<file path="config.mk">
export PLATFORM = sky130hd
export DESIGN_NAME = key_debounce
export DESIGN_NICKNAME = d
export VERILOG_FILES = /design/src/rtl/key_debounce.sv
export SDC_FILE = /design/constraint.sdc
export NUM_CORES = 1
export LEC_CHECK = 0
export ABC_AREA = 0
export CORE_ASPECT_RATIO = 2
export CORE_MARGIN = 5
export CORE_UTILIZATION = 40
export CTS_CLUSTER_SIZE = 12
export DETAILED_ROUTE_END_ITERATION = 8
export PLACE_DENSITY = 0.53
export SYNTH_ARGS = -nofsm -noshare
export SYNTH_HDL_FRONTEND = slang
export SYNTH_SLANG_ARGS = --single-unit
</file>
<file path="constraint.sdc">
create_clock -name clk -period 2.4 [get_ports clk]
set_input_delay 0.48 -clock clk [delete_from_list [all_inputs] [get_ports clk]]
set_output_delay 0.48 -clock clk [all_outputs]
set_load 0.02 [all_outputs]
</file>
<file path="src/rtl/key_debounce.sv">
// Multi-channel push-button conditioner: 2-FF synchroniser, per-key debounce FSM,
// and registered level / press / release / long-press outputs.
module key_debounce #(
  parameter int NUM_KEYS     = 4,
  parameter int DEBOUNCE_CYC = 1_000_000,
  parameter int LONG_CYC     = 50_000_000
) (
  input  logic                clk,
  input  logic                rst_n,
  input  logic [NUM_KEYS-1:0] key_n,
  output logic [NUM_KEYS-1:0] key_level,
  output logic [NUM_KEYS-1:0] key_press,
  output logic [NUM_KEYS-1:0] key_release,
  output logic [NUM_KEYS-1:0] key_long
);

  localparam int DW = $clog2(DEBOUNCE_CYC + 1);
  localparam int HW = $clog2(LONG_CYC + 1);

  // The first synchronised sample is counted on the IDLE/HELD transition, so the
  // check states accept after DEBOUNCE_CYC-1 further matching samples.
  localparam logic [DW-1:0] DCNT_LAST = DW'(DEBOUNCE_CYC - 2);
  localparam logic [HW-1:0] HCNT_MAX  = HW'(LONG_CYC);
  localparam logic [HW-1:0] HCNT_FIRE = HW'(LONG_CYC - 1);

  typedef enum logic [1:0] {
    IDLE,
    PRESS_CHK,
    HELD,
    REL_CHK
  } state_e;

  logic [NUM_KEYS-1:0] sync1_q, sync1_d;
  logic [NUM_KEYS-1:0] sync2_q, sync2_d;
  logic [NUM_KEYS-1:0] samp_q, samp_d;

  always_comb begin
    sync1_d = key_n;
    sync2_d = sync1_q;
    samp_d  = ~sync2_q;
  end

  // samp_q is a registered copy of s so the FSM and output flops line up with
  // the t0+2+DEBOUNCE_CYC latency while a DEBOUNCE_CYC-long excursion is still accepted.
  always_ff @(posedge clk) begin
    if (!rst_n) begin
      sync1_q <= '1;
      sync2_q <= '1;
      samp_q  <= '0;
    end else begin
      sync1_q <= sync1_d;
      sync2_q <= sync2_d;
      samp_q  <= samp_d;
    end
  end

  for (genvar i = 0; i < NUM_KEYS; i++) begin : g_ch
    state_e        state_q, state_d;
    logic [DW-1:0] dcnt_q, dcnt_d;
    logic [HW-1:0] hcnt_q, hcnt_d;
    logic          long_flag_q, long_flag_d;
    logic          level_q, level_d;
    logic          press_q, press_d;
    logic          release_q, release_d;
    logic          long_q, long_d;
    logic          pressed;

    assign pressed = samp_q[i];

    always_comb begin
      state_d     = state_q;
      dcnt_d      = dcnt_q;
      hcnt_d      = hcnt_q;
      long_flag_d = long_flag_q;
      level_d     = level_q;
      press_d     = 1'b0;
      release_d   = 1'b0;
      long_d      = 1'b0;

      // Hold timer runs through release glitches; it saturates so it fires once.
      if (state_q == HELD || state_q == REL_CHK) begin
        if (hcnt_q != HCNT_MAX) begin
          hcnt_d = hcnt_q + HW'(1);
        end
        if (!long_flag_q && hcnt_q == HCNT_FIRE) begin
          long_d      = 1'b1;
          long_flag_d = 1'b1;
        end
      end

      case (state_q)
        IDLE: begin
          if (pressed) begin
            state_d = PRESS_CHK;
            dcnt_d  = '0;
          end
        end
        PRESS_CHK: begin
          if (!pressed) begin
            state_d = IDLE;
            dcnt_d  = '0;
          end else if (dcnt_q == DCNT_LAST) begin
            state_d     = HELD;
            dcnt_d      = '0;
            hcnt_d      = '0;
            long_flag_d = 1'b0;
            level_d     = 1'b1;
            press_d     = 1'b1;
          end else begin
            dcnt_d = dcnt_q + DW'(1);
          end
        end
        HELD: begin
          if (!pressed) begin
            state_d = REL_CHK;
            dcnt_d  = '0;
          end
        end
        REL_CHK: begin
          if (pressed) begin
            state_d = HELD;
            dcnt_d  = '0;
          end else if (dcnt_q == DCNT_LAST) begin
            state_d     = IDLE;
            dcnt_d      = '0;
            long_flag_d = 1'b0;
            long_d      = 1'b0;
            level_d     = 1'b0;
            release_d   = 1'b1;
          end else begin
            dcnt_d = dcnt_q + DW'(1);
          end
        end
        default: begin
          state_d = IDLE;
        end
      endcase
    end

    always_ff @(posedge clk) begin
      if (!rst_n) begin
        state_q     <= IDLE;
        dcnt_q      <= '0;
        hcnt_q      <= '0;
        long_flag_q <= 1'b0;
        level_q     <= 1'b0;
        press_q     <= 1'b0;
        release_q   <= 1'b0;
        long_q      <= 1'b0;
      end else begin
        state_q     <= state_d;
        dcnt_q      <= dcnt_d;
        hcnt_q      <= hcnt_d;
        long_flag_q <= long_flag_d;
        level_q     <= level_d;
        press_q     <= press_d;
        release_q   <= release_d;
        long_q      <= long_d;
      end
    end

    assign key_level[i]   = level_q;
    assign key_press[i]   = press_q;
    assign key_release[i] = release_q;
    assign key_long[i]    = long_q;
  end

endmodule
</file>
== Word-level counts from Yosys, hierarchy flattened ==
Index checks and enable logic that the tools add are counted.
W data, S select, Z words.

* Output and inout port bits: 16
* Input port bits: 6
* Logic and storage cells: 285
* Bits in registers: 224

* Bitwise logic cells: 6
* Add/sub/neg operators: 8
* Eq/ne operators: 56
* Reductions and logical operators: 40
* Multiplexer cells: 140

{| class="wikitable"
|+ Operators with widths
! cell !! count
|-
| $mux W26 || 20
|-
| $mux W20 || 20
|-
| $pmux W20 S4 || 4
|-
| $add A26 B1 Y26 const B || 4
|-
| $eq A26 B26 Y1 const B || 4
|-
| $ne A26 B26 Y1 const B || 4
|-
| $add A20 B1 Y20 const B || 4
|-
| $eq A20 B20 Y1 const B || 4
|-
| $mux W1 || 60
|-
| $mux W2 || 24
|-
| $ne A2 B2 Y1 const B || 20
|-
| $pmux W2 S4 || 4
|-
| $reduce_and A5 Y1 || 4
|-
| $eq A2 B2 Y1 const B || 8
|-
| $pmux W1 S2 || 8
|-
| $reduce_and A4 Y1 || 4
|-
| $ne A3 B2 Y1 const B || 4
|-
| $ne A3 B3 Y1 const B || 4
|-
| $reduce_and A3 Y1 || 4
|-
| $reduce_or A3 Y1 || 4
|-
| $eq A2 B1 Y1 const B || 4
|-
| $logic_not A2 Y1 || 4
|-
| $ne A2 B1 Y1 const B || 4
|-
| $reduce_and A2 Y1 || 4
|-
| other kinds (6) || 22
|}

== Logic depth before layout (Yosys ltp) ==
* Depth in word-level cells: 7
* Depth in mapped cells: 9
* Gate-level depth less buffers: 7

== Worst setup path before layout ==
OpenSTA, ideal clock, no wires.

* Path type: register to register
* From: reg g_ch[2].dcnt_q[6]
* To: reg g_ch[2].hcnt_q[12]
* Arrival: 1.940 ns
* Stages on the path, launching flop included: 7
* Required time: 2.285 ns
* Buffers on the path: 1
* Period minus slack after synthesis: 2.055 ns
* Setup time: 0.115 ns
* Slack: 0.345 ns
* Path through: dfxtp_1 > or4_4 > nor4_4 > nand4_4 > o21ai_4 > buf_6 > nor2_1

* Word-level cells in the longest chain between the ends: 4

{| class="wikitable"
|+ Ends and longest elaborated chain
! item !! line !! text
|-
| start, declared || 59 || <nowiki>logic [DW-1:0] dcnt_q, dcnt_d;</nowiki>
|-
| start signal, assigned || 152 || <nowiki>dcnt_q <= dcnt_d;</nowiki>
|-
| $eq A20 B20 Y1 || 102 || <nowiki>end else if (dcnt_q == DCNT_LAST) begin</nowiki>
|-
| $mux W26 || 102 ||
|-
| $mux W26 || 99 || <nowiki>if (!pressed) begin</nowiki>
|-
| $mux W26 || 91 || <nowiki>case (state_q)</nowiki>
|-
| end signal, assigned || 153 || <nowiki>hcnt_q <= hcnt_d;</nowiki>
|-
| end, declared || 60 || <nowiki>logic [HW-1:0] hcnt_q, hcnt_d;</nowiki>
|}

Every way passes these cells.
A chain may end at the register's enable or synchronous reset.

== Worst setup path after layout ==
* From: reg g_ch[3].dcnt_q[7]
* To: reg g_ch[3].dcnt_q[13]

* Word-level cells in the longest chain between the ends: 4
* Elaborated cells on any way between the ends: 6
* Those cells by class: 1 x add/sub; 1 x eq/ne; 4 x mux

{| class="wikitable"
|+ Ends and longest elaborated chain
! item !! line
|-
| start, declared || 59
|-
| start signal, assigned || 152
|-
| $add A20 B1 Y20 or $eq A20 B20 Y1 (tied branches) || --
|-
| $mux W20 (*) || 102, 123
|-
| $mux W20, on equally long branches || 120, 99
|-
| $pmux W20 S4 (*) || 91
|}

Mark *: on every way between the ends. The rest lies on a longest branch, timed or not.

==> results.toml <==
[outcome]
status = "complete, no violations"

[synth]
synth-seq-cells = 224
postSynth.topFlopCell = "dfxtp_1"
synth.cells.most_frequent = "dfxtp_1 (224), nor2_1 (169), nand2_1 (100), xor2_1 (92), nand3_1 (76)"
synthArstFlopShare_pct = 0
yosysUniqueCellTypes = 77
post_synth_xor_area_fraction_pct = 10.6
post_synth_main_area_contributors = "dfxtp_1 (42%), xor2_1 (7.5%), nor2_1 (5.9%)"
ys_warn_count = 0
post_synth_and_or_nand_nor_area_fraction_pct = 29.7
combinational_family_with_the_most_area_after_synthesis = "simple AND/OR/NAND/NOR gates"
synth-edff-count = 0
synth_compound_area_share_pct = 10.9
syn-instance-count = 1250
post-synth-top-area-fraction_pct = 41.8
synth_largest_area_cell = "dfxtp_1"
mappedNetlistArea_um2 = 10700
yosys.area_share.adder_pct = 1.86
postSynthNetCount = 1272
synth.area.mux_share_pct = 0.746
ys_seq_area_share_pct = 41.8
synth.avg_cell_area_um2 = 8.59
synthMostInstantiatedCell = "dfxtp_1"

[critical_path]
critical_path_required_ns = 2.79
critical-path-max-stage-delay_ns = 0.53
crit_path_start_kind = "flop"
cpMostUsedCell = "a31oi_1"
crit_path_end_kind = "flop"
cp_cell_sequence = "or4bb_1 -> nor4_2 -> a211oi_4 -> buf_4 -> a31oi_1 -> a31oi_1"
worst_path_max_delay_cell = "or4bb_1"
worst-endpoint-arrival_ns = 2.56
critPathMaxFanout = 16
timing.setup.critical_path_class = "reg2reg"

[cts]
hold_buffers = 0
clkSinkCount = 224
clkSlewWorstSetupHoldPaths_ns = 0.06
cts-resized-gates = 0
worst_skew_pair.late_latency_ns = 0.52
inserted_clock_buffers = 23
cts_root_buffer = "clkbuf_16"
tritoncts = "done"
max-clock-path-buffers = 3
cts-htree-levels = 1
post_cts_buffers = 0

[cells_and_area]
regArea_um2 = 4480
nFillCells = 2679
multi_input_comb_area_um2 = 5790
nNetsFinal = 1317
top_register = "g_ch.hcnt_q"
regs_by_ff_count = "g_ch.hcnt_q x104, g_ch.dcnt_q x80"
layout-drive-gt1-share_pct = 8.66
layout_overhead_on_the_synthesized_area_pct = 13.1
antenna_cells = 0
largest_register_ff_count = 104

[power]
total_leakage_power_nw = 4.26
power_density_nw_per_um2 = 595
ir_worst_vdd_v = 0.000425
total_power_w = 0.00722

[floorplan]
floorplan.rows = 85
floorplan.core_area_um2 = 26700
fp.dieW_um = 126
die_area_um2 = 30400
top_level_ports = 22
die_height_um = 242
initial_core_utilization_pct = 40.2

[grt]
vias_in_the_first_global_route = 8404
grt_antenna_before_repair = 0
grt_usage_pct = 14.8
gr-total-overflow = 0
grt_start_max_net_pins = 35
wire_length_of_the_first_global_routing_pass_um = 39700

[placed_design]
detailedPlacementHpwl_um = 15700
gp_congestion = 0.828
buffers_added_on_ports = 21

[flow_run]
cap_viol_max_count = 0

[sta]
worst_clock_skew_ns = 0.0203
final_report_hold_violation_count = 0
worst_hold_slack_ns = 0.367
report.final.setup_viol = 0
fmax_mhz = 459
layout_worst_path_cycle_share_pct = 90.7
max_slew_vio_count = 0
layout_min_cycle_time_ns = 2.18
relSlewSlack_pct = 36.4
worst_slew_pin_slew_ns = 0.947
grt_setup_unrepaired = "no"
setup_tns_ns = 0

[routing]
drc = 0
initialDrtViolationCount = 570
routed_wirelength_um = 22900
avgRoutedWirePerCell_um = 13.9
firstDrtPassIters = 5
num_vias = 8802
ant_nets = 0
route.detailed.vias_per_inst = 5.32

[min_path]
worstHoldPathType = "reg2reg"
==> metrics by stage <==
stage | cells | worst slack [ns] | cell area, um^2 | utilization [%]
6_report | 1653 | 0.223 | 12100 | 45.5
5_1_grt | 1653 | 0.0307 | 12100 | 45.5
4_1_cts | 1653 | 0.121 | 12100 | 45.4
3_5_place_dp | 1618 | 0.109 | 11500 | 43.0
3_3_place_gp | 1618 | 0.182 | 11500 | 43.0
2_1_floorplan | 1250 | 0.345 | 10700 | -
==> worst max-delay path: cells and delay by family, from the launching register on <==
| kind | cells | cell delay, ns |
|---|---|---|
| buffers and inverters | 1 | 0.24 |
| AOI/OAI and AO/OA | 3 | 0.44 |
| and+or+nand+nor | 2 | 0.97 |
| DFF | 1 | 0.37 |
==> worst paths after layout <==
kind,start,endpoint,slack (ns),cells past startpoint
worst max-delay path,g_ch[3].dcnt_q[7]$_SDFFE_PN0P_,g_ch[3].dcnt_q[13]$_SDFFE_PN0P_,0.22,6
worst min-delay path,sync2_q[3]$_SDFF_PN1_,samp_q[3]$_SDFF_PN0_,0.37,1
worst max register to register,g_ch[3].dcnt_q[7]$_SDFFE_PN0P_,g_ch[3].dcnt_q[13]$_SDFFE_PN0P_,0.22,6
worst min register to register,sync2_q[3]$_SDFF_PN1_,samp_q[3]$_SDFF_PN0_,0.37,1
==> kinds of logic (layout without fill, tap and decap cells) <==
logic type	after synthesis	count (layout)
compound gates	174	174
xor+xnor	129	129
fa+ha+maj	16	16
buf+inv	94	149
flops	224	224
mux	8	8
simple gates	605	605
==> metal layers <==
metal	vias to the layer above	GRT usage, %	wire length [um]
li1	4520	-	-
met1	4161	20.1	11300
met2	93	24.5	10500
met3	28	1.90	690
met4	0	4.39	428
met5	-	0	0
==> placed cells by master (no fill, tap or decap), types with 14 or more instances in the layout <==
cell type	Yosys	layout
clkbuf_16	0	23
nor4_1	18	18
ha_1	16	16
a21oi_1	41	41
buf_4	16	50
a31oi_1	24	24
xor2_1	92	92
nand4_1	59	59
o21ai_0	40	40
nand3_1	76	76
clkdlybuf4s50_1	0	20
nor3_1	27	27
dfxtp_1	224	224
nand2_1	100	100
xnor2_1	36	36
inv_1	41	41
and3_1	38	38
or3_1	20	20
a22o_1	14	14
nor2_1	169	169
==> final cells by class <==
cell class | instances | area share, %
clock buffers | 33 | 5.30
repair buffers | 73 | 5.11
clock inverters | 2 | 0.113
inverters | 41 | 1.27
well taps | 348 | 3.59
multi-input cells | 932 | 47.7
flip-flops and latches | 224 | 36.9
==> power by group <==
part	switching, W	leakage, nW	internal (W)
Clock	0.00144	0.322	0.00184
Sequential	0.0000160	1.81	0.00374
Combinational	0.000123	2.13	0.0000703
Total	0.00157	4.26	0.00565
(Power assumes the default switching activity.)
==> edit, RTL diff (same settings) <==
Encoding of `state_e`: now one-hot (4 bits for 4 states).
--- a/src/rtl/key_debounce.sv
+++ b/src/rtl/key_debounce.sv
@@ -24,9 +24,9 @@
   localparam logic [HW-1:0] HCNT_FIRE = HW'(LONG_CYC - 1);
 
-  typedef enum logic [1:0] {
-    IDLE,
-    PRESS_CHK,
-    HELD,
-    REL_CHK
+  typedef enum logic [3:0] {
+    IDLE      = 4'b0001,
+    PRESS_CHK = 4'b0010,
+    HELD      = 4'b0100,
+    REL_CHK   = 4'b1000
   } state_e;
 
Behaviour: same outputs for any inputs over 4 cycles, from zero or initial values and one cycle with rst_n low; so few cycles prove little.
==> edit against the original RTL <==
Setup slack got worse by 0.036 ns; clock power increased by 9.8%; power increased by 5.9%; critical path depth increased by 1; sequential share of layout area decreased by 1.1 points; sequential cell count increased by 8; design area increased by 6.8%; routed wire length increased by 16%; area after synthesis increased by 5.7%; largest cell class unchanged.
==> edit: results (changes against the original RTL) <==
| Metric | Value |
|---|---|
| Status | `finished, final reports clean` |
| Vias in the first global route | `9,616 (+14%)` |
| Inserted Diodes | `0 (unchanged)` |
| Placed insts | `1,742 (+7.7%)` |
| CTS resizes | `0 (unchanged)` |
| Post-synth top cells | `dfxtp_1, nor2_1, nand2_1` |
| Primary FF master, synth | `dfxtp_1` |
| DR WL/cell | `14.9 um (+7.5%)` |
| Biggest regs | `g_ch.hcnt_q: 104 flops, g_ch.dcnt_q: 80 flops, g_ch.state_q: 16 flops` |
| Sequential-to-total area share from yosys stat | `0.409 (-0.00844)` |
| Num CTS Buffers | `24 (+4.3%)` |
| Net Switching | `0.00164 W (+4.4%)` |
| Pin count of the biggest net entering global routing | `28 (-20%)` |
| Final clock skew | `0.00975 ns (-0.0106 ns)` |
| Crit path DAT | `2.63 ns (+0.07 ns)` |
| Syn Nets | `1,387 (+9.0%)` |
| Vias per inst | `5.32 (about the same)` |
| Slew at the pin closest to its max-slew limit | `0.562 ns (-0.385 ns)` |
| 1st-iter DRT viols | `339 (-41%)` |
| Final net count | `1,434 (+8.9%)` |
| Top cells by area, synth | `dfxtp_1, nor2_1, xor2_1` |
| Pre-antenna DRT Iters | `5 (unchanged)` |
| Total GRT Usage | `0.168 (+0.0207)` |
| Gp weighted congestion | `0.832 (+0.46%)` |
| Initial antenna violation count | `0 (unchanged)` |
| First-pass GRT wire length | `45,200 um (+14%)` |
| Layout cells sized above 1 | `0.0864 (-0.000153)` |
| Cell variety after synth | `69 (-10%)` |
| Cell leakage power | `4.45 nW (+4.5%)` |
| Half-perimeter wire length after placement | `19,200 um (+22%)` |
| Worst VDD drop | `0.434 mV (+2.1%)` |
==> edit: layout make-up <==
class | count | area [um^2]
clock buffers | 35 | 693
clock inverters | 2 | 35.0
fillers | 2797 | 15100
inverters | 41 | 154
multi-input cells | 1024 | 6240
flip-flops and latches | 232 | 4640
well taps | 356 | 445
repair buffers | 89 | 753
==> edit: cells by family (layout without fill, tap and decap cells) <==
family | Yosys count | count (layout) | synth area share
AO/OA/AOI/OAI | 132 | 132 | 0.0762
XOR/XNOR | 154 | 154 | 0.119
adder cells (fa/ha/maj) | 17 | 17 | 0.0185
buffers and inverters | 109 | 167 | 0.0434
flip-flops | 232 | 232 | 0.409
multiplexers | 3 | 3 | 0.00265
AND/OR/NAND/NOR | 718 | 718 | 0.331
==> edit: worst max-delay path, stage by stage, from the launching register on <==
cell	delay, ns
dfxtp_1	0.34
or4_1	0.52
or4_4	0.44
o31ai_2	0.22
buf_4	0.28
nor3_1	0.09
xnor2_1	0.15
nor2_1	0.05
==> edit: path summary, 6_finish.rpt <==
check	start	to	slack, ns	cells after the start
max	g_ch[1].hcnt_q[8]	g_ch[1].hcnt_q[12]	0.19	7
min	sync2_q[0]	samp_q[0]	0.38	1
min reg2reg	sync2_q[0]	samp_q[0]	0.38	1
max reg2reg	g_ch[1].hcnt_q[8]	g_ch[1].hcnt_q[12]	0.19	7
==> edit: metal layers <==
layer / global-route usage / vias to the layer above / part of all wire
met5: 0 / - / 0
met4: 0.0686 / 0 / 0.034
met3: 0.0208 / 62 / 0.025
met2: 0.341 / 123 / 0.57
met1: 0.167 / 4455 / 0.37
li1: - / 4832 / -
==> edit: through the flow <==
stage	cell area [um^2]	hold WS, ns	setup slack (ns)	util
final	13000	0.383	0.187	0.462
after global routing	13000	0.391	0.00287	0.462
after CTS	13000	0.386	0.141	0.461
after detailed placement	12200	0.371	0.154	0.435
after global placement	12200	0.371	0.197	0.435
after floorplan	11400	0.363	0.308	-
==> edit: power groups by stage <==
stage / clock, W / combinational (W) / sequential [W]
4_1_cts: 0.00376 / 0.000181 / 0.00387
3_3_place_gp: 0 / 0.000180 / 0.00396
5_1_grt: 0.00389 / 0.000195 / 0.00388
3_5_place_dp: 0 / 0.000180 / 0.00396
6_report: 0.00360 / 0.000174 / 0.00388
2_1_floorplan: 0 / 0.000108 / 0.00395
